==> config.mk <==
export PLATFORM = sky130hd
export DESIGN_NAME = adxl_spi_burst
export DESIGN_NICKNAME = d
export VERILOG_FILES = /design/src/rtl/adxl_spi_pkg.sv /design/src/rtl/spi_bit_engine.sv /design/src/rtl/adxl_spi_burst.sv
export SDC_FILE = /design/constraint.sdc
export NUM_CORES = 1
export LEC_CHECK = 0
export CAP_MARGIN = 10
export CORE_MARGIN = 2
export CORE_UTILIZATION = 50
export CTS_CLUSTER_DIAMETER = 30
export CTS_CLUSTER_SIZE = 8
export DETAILED_ROUTE_END_ITERATION = 16
export HOLD_SLACK_MARGIN = 0.08
export PLACE_DENSITY = 0.79
export SLEW_MARGIN = 10
export SYNTH_ARGS = -nofsm -noshare
export SYNTH_HDL_FRONTEND = slang
export SYNTH_SLANG_ARGS = --single-unit
==> constraint.sdc <==
create_clock -name sclk -period 2.5 [get_ports sclk]
set_clock_uncertainty 0.05 [all_clocks]
set_input_delay 0.625 -clock sclk [delete_from_list [all_inputs] [get_ports sclk]]
set_output_delay 0.625 -clock sclk [all_outputs]
set_load 0.01 [all_outputs]
==> src/rtl/adxl_spi_pkg.sv <==
// ADXL362 SPI command bytes, register addresses and burst-master FSM states.
package adxl_spi_pkg;

  localparam logic [7:0] CMD_WRITE   = 8'h0A;
  localparam logic [7:0] CMD_READ    = 8'h0B;

  localparam logic [7:0] XDATA_L     = 8'h0E;
  localparam logic [7:0] POWER_CTL   = 8'h2D;
  localparam logic [7:0] PWR_MEASURE = 8'h02;

  typedef enum logic [2:0] {
    IDLE,
    CFG_WR,
    GAP,
    RD_XFER,
    LATCH
  } adxl_state_t;

endpackage

==> src/rtl/spi_bit_engine.sv <==
// SPI mode-0 bit engine: SCK half-period divider, bit counter, MSB-first shift-out, MISO shift-in.
// Transaction of N bits takes 2*CLK_DIV*N cycles from i_start; o_done marks the final SCK fall.
module spi_bit_engine #(
  parameter int CLK_DIV = 4,
  parameter int RX_BITS = 48,
  parameter int CW      = 7
) (
  input  logic               sclk,
  input  logic               rst_n,
  input  logic               i_start,
  input  logic [CW-1:0]      i_last_idx,
  input  logic [23:0]        i_tx_dat,
  input  logic               i_miso,
  output logic               o_sck,
  output logic               o_mosi,
  output logic               o_done,
  output logic [RX_BITS-1:0] o_rx_dat
);

  localparam logic [7:0]    DIV_LAST = 8'(CLK_DIV - 1);
  localparam logic [CW-1:0] CNT_ONE  = CW'(1);

  logic               r_active;
  logic               r_sck;
  logic [7:0]         r_div;
  logic [CW-1:0]      r_bit_cnt;
  logic [CW-1:0]      r_last_idx;
  logic [23:0]        r_tx;
  logic [RX_BITS-1:0] r_rx;
  logic               w_half_end;
  logic               w_last_bit;

  assign w_half_end = r_active && (r_div == DIV_LAST);
  assign w_last_bit = (r_bit_cnt == r_last_idx);

  assign o_sck    = r_sck;
  assign o_mosi   = r_active ? r_tx[23] : 1'b1;
  assign o_done   = w_half_end && r_sck && w_last_bit;
  assign o_rx_dat = r_rx;

  // MISO is shifted on every rise; after a read only the final RX_BITS (the data phase) remain.
  always_ff @(posedge sclk or negedge rst_n) begin
    if (!rst_n) begin
      r_active   <= 1'b0;
      r_sck      <= 1'b0;
      r_div      <= '0;
      r_bit_cnt  <= '0;
      r_last_idx <= '0;
      r_tx       <= '1;
      r_rx       <= '0;
    end else if (i_start) begin
      r_active   <= 1'b1;
      r_sck      <= 1'b0;
      r_div      <= '0;
      r_bit_cnt  <= '0;
      r_last_idx <= i_last_idx;
      r_tx       <= i_tx_dat;
    end else if (w_half_end) begin
      r_div <= '0;
      if (!r_sck) begin
        r_sck <= 1'b1;
        r_rx  <= {r_rx[RX_BITS-2:0], i_miso};
      end else begin
        r_sck <= 1'b0;
        if (w_last_bit) begin
          r_active <= 1'b0;
        end else begin
          r_bit_cnt <= r_bit_cnt + CNT_ONE;
          r_tx      <= {r_tx[22:0], 1'b1};
        end
      end
    end else if (r_active) begin
      r_div <= r_div + 8'd1;
    end
  end

endmodule

==> src/rtl/adxl_spi_burst.sv <==
// ADXL362 SPI master: optional post-reset config write, then back-to-back BURST_LEN-byte burst reads.
// Define ADXL_SPI_INIT_EN to build the configuration write; otherwise the first transaction is a read.
module adxl_spi_burst
  import adxl_spi_pkg::*;
#(
  parameter int         CLK_DIV   = 4,
  parameter int         BURST_LEN = 6,
  parameter logic [7:0] RD_ADDR   = XDATA_L,
  parameter logic [7:0] CFG_ADDR  = POWER_CTL,
  parameter logic [7:0] CFG_DATA  = PWR_MEASURE,
  parameter int         CS_GAP    = 16
) (
  input  logic                   sclk,
  input  logic                   rst_n,
  input  logic                   enable,
  input  logic                   miso,
  output logic                   spi_sck,
  output logic                   spi_mosi,
  output logic                   spi_cs_n,
  output logic [8*BURST_LEN-1:0] data_out,
  output logic                   data_valid,
  output logic                   init_done,
  output logic                   busy
);

  localparam int            RD_BITS  = 16 + 8 * BURST_LEN;
  localparam int            CW       = $clog2(RD_BITS + 1);
  localparam logic [CW-1:0] RD_LAST  = CW'(RD_BITS - 1);
  localparam logic [CW-1:0] WR_LAST  = CW'(23);
  localparam logic [23:0]   RD_TX    = {CMD_READ, RD_ADDR, 8'hFF};
  localparam logic [23:0]   CFG_TX   = {CMD_WRITE, CFG_ADDR, CFG_DATA};
  localparam logic [15:0]   GAP_LAST = 16'(CS_GAP - 1);

  adxl_state_t              r_state;
  adxl_state_t              w_next;
  logic                     r_cs_n;
  logic [15:0]              r_gap_cnt;
  logic [8*BURST_LEN-1:0]   r_data_out;
  logic                     r_data_valid;
  logic                     w_init_done;
  logic                     w_start;
  logic                     w_done;
  logic [23:0]              w_tx;
  logic [CW-1:0]            w_last_idx;
  logic [8*BURST_LEN-1:0]   w_rx_shift;
  logic [8*BURST_LEN-1:0]   w_rx_bytes;

  spi_bit_engine #(
    .CLK_DIV (CLK_DIV),
    .RX_BITS (8 * BURST_LEN),
    .CW      (CW)
  ) u_engine (
    .sclk       (sclk),
    .rst_n      (rst_n),
    .i_start    (w_start),
    .i_last_idx (w_last_idx),
    .i_tx_dat   (w_tx),
    .i_miso     (miso),
    .o_sck      (spi_sck),
    .o_mosi     (spi_mosi),
    .o_done     (w_done),
    .o_rx_dat   (w_rx_shift)
  );

  // The first byte received ends up in the top of the shift register; byte 0 belongs at the bottom.
  for (genvar k = 0; k < BURST_LEN; k++) begin : g_byte
    assign w_rx_bytes[8*k +: 8] = w_rx_shift[8*(BURST_LEN-1-k) +: 8];
  end

`ifdef ADXL_SPI_INIT_EN
  logic r_init_done;

  always_ff @(posedge sclk or negedge rst_n) begin
    if (!rst_n) begin
      r_init_done <= 1'b0;
    end else if (r_state == CFG_WR && w_done) begin
      r_init_done <= 1'b1;
    end
  end

  assign w_init_done = r_init_done;
`else
  assign w_init_done = 1'b1;
`endif

  always_comb begin
    w_next     = r_state;
    w_start    = 1'b0;
    w_tx       = RD_TX;
    w_last_idx = RD_LAST;
    case (r_state)
      IDLE: begin
        if (enable) begin
          w_start = 1'b1;
          if (w_init_done) begin
            w_next = RD_XFER;
          end else begin
            w_tx       = CFG_TX;
            w_last_idx = WR_LAST;
`ifdef ADXL_SPI_INIT_EN
            w_next     = CFG_WR;
`else
            w_next     = RD_XFER;
`endif
          end
        end
      end
`ifdef ADXL_SPI_INIT_EN
      CFG_WR:  if (w_done) w_next = GAP;
`endif
      RD_XFER: if (w_done) w_next = LATCH;
      LATCH:   w_next = GAP;
      GAP:     if (r_gap_cnt == GAP_LAST) w_next = IDLE;
      default: w_next = IDLE;
    endcase
  end

  // CS follows the engine's start/done edges so it frames exactly the SCK activity.
  always_ff @(posedge sclk or negedge rst_n) begin
    if (!rst_n) begin
      r_state      <= IDLE;
      r_cs_n       <= 1'b1;
      r_gap_cnt    <= '0;
      r_data_out   <= '0;
      r_data_valid <= 1'b0;
    end else begin
      r_state <= w_next;
      if (w_start) begin
        r_cs_n <= 1'b0;
      end else if (w_done) begin
        r_cs_n <= 1'b1;
      end
      r_gap_cnt    <= (r_state == GAP) ? r_gap_cnt + 16'd1 : 16'd0;
      r_data_valid <= (r_state == LATCH);
      if (r_state == LATCH) begin
        r_data_out <= w_rx_bytes;
      end
    end
  end

  assign spi_cs_n   = r_cs_n;
  assign data_out   = r_data_out;
  assign data_valid = r_data_valid;
  assign init_done  = w_init_done;
  assign busy       = !r_cs_n || (r_state == LATCH) || (r_state == GAP);

endmodule

* Word-level counts from Yosys, hierarchy flattened *
Index checks and enable logic that the tools add are counted.

storage, ports and cells
  flip-flop bits (word level) = 159
  input bits = 4
  output and inout bits = 54
  logic and storage cells = 71

operators by class
  add/sub/neg operators = 3
  eq/ne operators = 10
  multiplexer cells = 28
  bitwise gates (word level) = 2
  reduce and logical (&&, ||, !) cells = 16

operators by type and width
  operator                                                                number
  24-bit 2-to-1 mux                                                       4
  7-bit 2-to-1 mux                                                        4
  8-bit 2-to-1 mux                                                        3
  16-bit by 1-bit adder with 16-bit output, second input constant         1
  16-bit by 4-bit equality test with 1-bit output, second input constant  1
  16-bit 2-to-1 mux                                                       1
  1-bit 2-to-1 mux                                                        12
  3-bit one-hot mux with 4 select lines                                   1
  3-bit AND reduction                                                     4
  3-bit 2-to-1 mux                                                        3
  8-bit by 1-bit adder with 8-bit output, second input constant           1
  8-bit by 2-bit equality test with 1-bit output, second input constant   1
  2-bit nonzero test                                                      4
  7-bit by 1-bit adder with 7-bit output, second input constant           1
  7-bit by 6-bit equality test with 1-bit output                          1
  3-bit by 2-bit equality test with 1-bit output, second input constant   2
  2-bit by 1-bit != test with 1-bit output, second input constant         2
  2-bit != test, second input constant                                    2
  3-bit equality test, second input constant                              1
  1-bit logical AND                                                       3
  3-bit zero test                                                         1
  3-bit nonzero test                                                      1
  1-bit logical OR                                                        2
  1-bit NOT                                                               2
  1-bit zero test                                                         1

* Longest topological paths before layout *
  word-level depth = 6
  gate-level depth with buffers = 7
  depth with buffers taken out = 6

* Hierarchy *
From an unflattened synthesis, not the netlist that was laid out.

second synthesis, totals
  cell total of the unflattened synthesis = 501
  area, all modules = 7428.4 µm²

by module, submodules not included
  module          instances  cells an instance  area each (µm²)  sequential area each (µm²)
  spi_bit_engine  1          295                4381.7           2432.3
  adxl_spi_burst  1          206                3046.7           1727.9

* Worst setup path after synthesis *
OpenSTA, ideal clock, no wires.

  path type = reg2reg
  from = reg u_engine.r_div[5]
  to = reg u_engine.r_rx[29] (netlist: u_engine.o_rx_dat[29])
  library setup time = 125 ps
  data arrival time = 2073 ps
  required time = 2325 ps
  slack = 252 ps
  stages on the path, launching flop included = 7
  buffers on the path = 2
  clock period less this slack = 2248 ps
  cells stage by stage = dfrtp_1 > or4_4 > nor4_4 > nor3b_2 > buf_4 > buf_6 > mux2_2

between the ends
  longest elaborated chain between the ends = 3

RTL lines
  what                                            RTL line              source
  start: declaration                              spi_bit_engine.sv:25  logic [7:0] r_div;
  start signal: assignment                        spi_bit_engine.sv:73  r_div <= r_div + 8'd1;
  8-bit by 2-bit equality test with 1-bit output  spi_bit_engine.sv:33  assign w_half_end = r_active && (r_div == DIV_LAST);
  1-bit logical AND                               spi_bit_engine.sv:33
  3-bit AND reduction (no source line)            n/a
  end signal: assignment                          spi_bit_engine.sv:62  r_rx <= {r_rx[RX_BITS-2:0], i_miso};
  end: declaration                                spi_bit_engine.sv:29  logic [RX_BITS-1:0] r_rx;

Every way passes these cells.
A chain may end at the register's enable or synchronous reset.

* Worst setup path after layout *
  from = reg u_engine.r_div[5]
  to = reg u_engine.r_rx[26] (netlist: u_engine.o_rx_dat[26])

The elaborated chain is that of the path after synthesis.

==> key figures <==
Logic synthesis
  • Register bit total from synthesis: 151
  • Most common cell in the netlist: dfrtp_1
  • Synth Area in Compound Gates: 4.06%
  • Syn avg cell area: 13.0 um^2
  • Yosys top cell by area: dfrtp_1
  • Synth Area in Simple Gates: 10.5%
  • Synth Cell Area: 6130 um^2
  • Cells after Synth: 472
  • Seq/Total Area, Yosys: 62.0%
  • Mux share of post-synthesis cell area: 18.0%
  • Post-synth top area share: 54.7%
  • Largest cells by area after synthesis: dfrtp_1, mux2_2, dfstp_2, nor2_1, o21ai_0
  • Most instantiated cells after synthesis: dfrtp_1, mux2_2, nor2_1, o21ai_0, nand2_1
  • Ys Warns: 0
  • Post-synthesis adder-cell area fraction: 0.613%
  • Largest family of logic cells by synthesized area: multiplexers
  • Syn_nets: 479
  • FFs w/ async S/R, synth: 100%
  • EDFF count, synth: 0
  • Ys flop type: dfrtp_1
  • Netlist cell types: 42
  • Xor and xnor area share after synthesis: 2.43%

Worst setup path
  • Startpoint Class: flop
  • FF-to-FF End: u_engine.o_rx_dat[26]
  • R2R cell count: 6
  • CP startpoint: u_engine.r_div[5]
  • CP peak stage delay: 0.58 ns
  • Crit path max-delay family: simple AND/OR/NAND/NOR gates
  • Worst EP arrival: 2.68 ns
  • Critical path class: reg2reg
  • Crit path buffers/inverters: 2
  • FF-to-FF Start: u_engine.r_div[5]
  • Setup slack, reg-to-reg: 0.07 ns
  • Worst Path Max Fanout: 24
  • CP Data Required Time: 2.75 ns
  • Crit path max-delay cell type: or4_4
  • Setup crit end kind: flop
  • CP Cell Sequence: or4_4 > nor4_4 > nor3b_4 > buf_12 > clkbuf_16 > mux2_2

Timing
  • Relative slew slack: 56.9%
  • Final setup viols: 0
  • Final Worst Setup Slack: 0.0723 ns
  • Max Slew Vio Count: 0
  • Fmax: 412 MHz
  • Measured slew at the worst slew-check pin: 0.646 ns
  • Crit share post-route: 97.1%
  • Final hold vios: 0
  • Min Clock Period, post-route: 2.43 ns

Clock network
  • Sink Count: 151
  • CTS Root Cell: clkbuf_16
  • CTS clock-pin slew for the worst setup and hold paths: 0.06 ns
  • CTS tree: done
  • CTS Hold Bufs: 0
  • Clock latency on the worst-skew pair: 0.42 ns
  • Number of buffers created by CTS: 17
  • Max clock buf depth: 2
  • H-tree levels: 4

Pwr
  • Clock power share: 37.8%
  • Power per Cell Area: 905 nW/um^2
  • Logic pwr share: 17.0%
  • Internal power: 4.97 mW
  • Switching power total: 1.90 mW
  • Net Sw Frac: 27.6%
  • LEAKAGE: 3.54 nW
  • Maximum VDD drop: 552 uV
  • Flop pwr share: 45.2%

Layout
  • Register area: 3800 um^2
  • Multi-input gate area: 2210 um^2
  • Ant. Diodes: 0
  • Proportion of layout cells with a drive suffix above 1: 30.2%
  • Layout area overhead: 23.9%
  • Nets: 547
  • Layout Utilization: 63.2%
  • Fillers: 895

Die
  • Die area: 13,200 um^2
  • DIE WIDTH: 115 um
  • IO Count: 58
  • DIE HEIGHT: 115 um
  • Row count: 40
  • Initial Util: 51.0%
  • Total core area: 12,000 um^2

Status
  • Outcome: complete, no violations

Routing
  • Routed vias/inst: 5.48
  • DRT Wirelength: 11.8 mm
  • DR iter-0 viols: 196
  • Via Count: 3,833
  • Antenna viol nets, final: 0
  • First-pass DRT Iterations: 4
  • Wire per inst: 16.8 um
  • # DRC: 0

Global route
  • Initial antenna violation count: 0
  • Total GRT Usage: 19.1%
  • Largest net degree at the start of global routing: 52
  • Total gr overflow: 0
  • First-pass GRT wire length: 19.5 mm
  • Vias in the first global route: 3,997

Place
  • IO buf count: 56
  • Hpwl dp: 7.02 mm
  • Pre-CTS WS: 0.118 ns
  • Gpl congestion: 0.862

Flow run
  • Number of max-cap violations: 0

Hold path
  • Hold crit path type: in2async
## stage by stage
step,total power [mW],cell area (um^2),hold WS [ns],TNS [ns],instances
final,6.87,7590,0.114,0,700
after global routing,7.19,7590,0.139,-0.193,700
after CTS,6.83,7510,0.113,0,696
after detailed placement,4.21,6900,0.420,0,663
after global placement,4.13,6900,0.410,0,663
after floorplan,3.86,6130,0.279,0,472
## cells in the final DEF, fill, tap and decap left out, types with 2 or more instances in the layout
| cell type | Yosys | routed |
|---|---|---|
| clkdlybuf4s50_1 | 0 | 54 |
| a21oi_1 | 16 | 16 |
| nor4_1 | 4 | 4 |
| ha_1 | 3 | 3 |
| nand4_1 | 6 | 6 |
| inv_1 | 5 | 5 |
| and3_1 | 4 | 4 |
| mux2i_1 | 2 | 2 |
| xor2_1 | 11 | 11 |
| or3_1 | 5 | 5 |
| buf_12 | 0 | 4 |
| o21ai_0 | 23 | 23 |
| mux2_2 | 93 | 93 |
| buf_4 | 2 | 12 |
| dfrtp_1 | 134 | 133 |
| clkbuf_1 | 12 | 3 |
| nor4b_1 | 3 | 3 |
| nand3_1 | 19 | 19 |
| clkinv_2 | 0 | 3 |
| inv_6 | 0 | 3 |
| xnor2_1 | 6 | 6 |
| nand3b_1 | 2 | 2 |
| clkbuf_16 | 0 | 19 |
| nand2_1 | 22 | 22 |
| o211ai_1 | 2 | 2 |
| nor2_1 | 39 | 39 |
| bufinv_16 | 0 | 3 |
| nor3_1 | 11 | 10 |
| nand2b_1 | 2 | 2 |
| mux2_1 | 3 | 3 |
| dfstp_2 | 17 | 17 |
## how the worst max path moves through the flow
stage,cells after the start,slack (ns),endpoint
finish,6,0.07,u_engine.o_rx_dat[26]
global route,6,-0.02,u_engine.o_rx_dat[35]
CTS,5,0.08,u_engine.o_rx_dat[0]
detailed placement,5,0.12,u_engine.o_rx_dat[15]
global placement,5,0.15,u_engine.o_rx_dat[0]
floorplan,6,0.25,u_engine.o_rx_dat[29]
## logic make-up after synthesis
kind of cell               Yosys count
other                                1
adders and majority gates            3
xor gates and xnor gates            17
DFF                                151
muxes                               98
buffers and inverters               30
AOI/OAI and AO/OA                   46
and+or+nand+nor                    126
## registers in the layout (all words and copies together) (netlist names)
| register | flops |
|---|---|
| u_engine.r_active | 1 |
| data_valid | 1 |
| u_engine.r_last_idx | 1 |
| u_engine.r_tx | 16 |
| r_gap_cnt | 16 |
| r_state | 3 |
| u_engine.r_bit_cnt | 7 |
| spi_cs_n | 1 |
| u_engine.o_rx_dat | 48 |
| u_engine.r_div | 8 |
| u_engine.o_sck | 1 |
| data_out | 48 |
## power by group through the flow
stage          logic, mW  clock network [mW]  registers, mW
6_report            1.17                2.59           3.11
5_1_grt             1.30                2.75           3.15
4_1_cts             1.09                2.64           3.10
3_5_place_dp        1.07                   0           3.14
3_3_place_gp        1.01                   0           3.11
2_1_floorplan      0.822                   0           3.04
## layout make-up
cell class | count | share of cell area [%]
clock inverters | 11 | 1.94
multi-input cells | 291 | 29.1
well taps | 147 | 2.42
repair buffers | 74 | 10.3
flip-flops and latches | 151 | 50.1
inverters | 5 | 0.247
clock buffers | 21 | 5.93
## repair_timing
action | CTS | global route
setup buffers | 1 | 2
pin swaps | 0 | 1
endpoints found under the setup margin | 1 | 3
resized for setup | 3 | 1
cloned | 0 | 2
## layer usage
metal | track usage [%] | routed length, um
met1 | 24.6 | 5180
met2 | 30.8 | 5900
met3 | 6.46 | 546
met4 | 6.75 | 165
met5 | 0 | 0
Note: power is estimated with default switching activity, not from simulation.
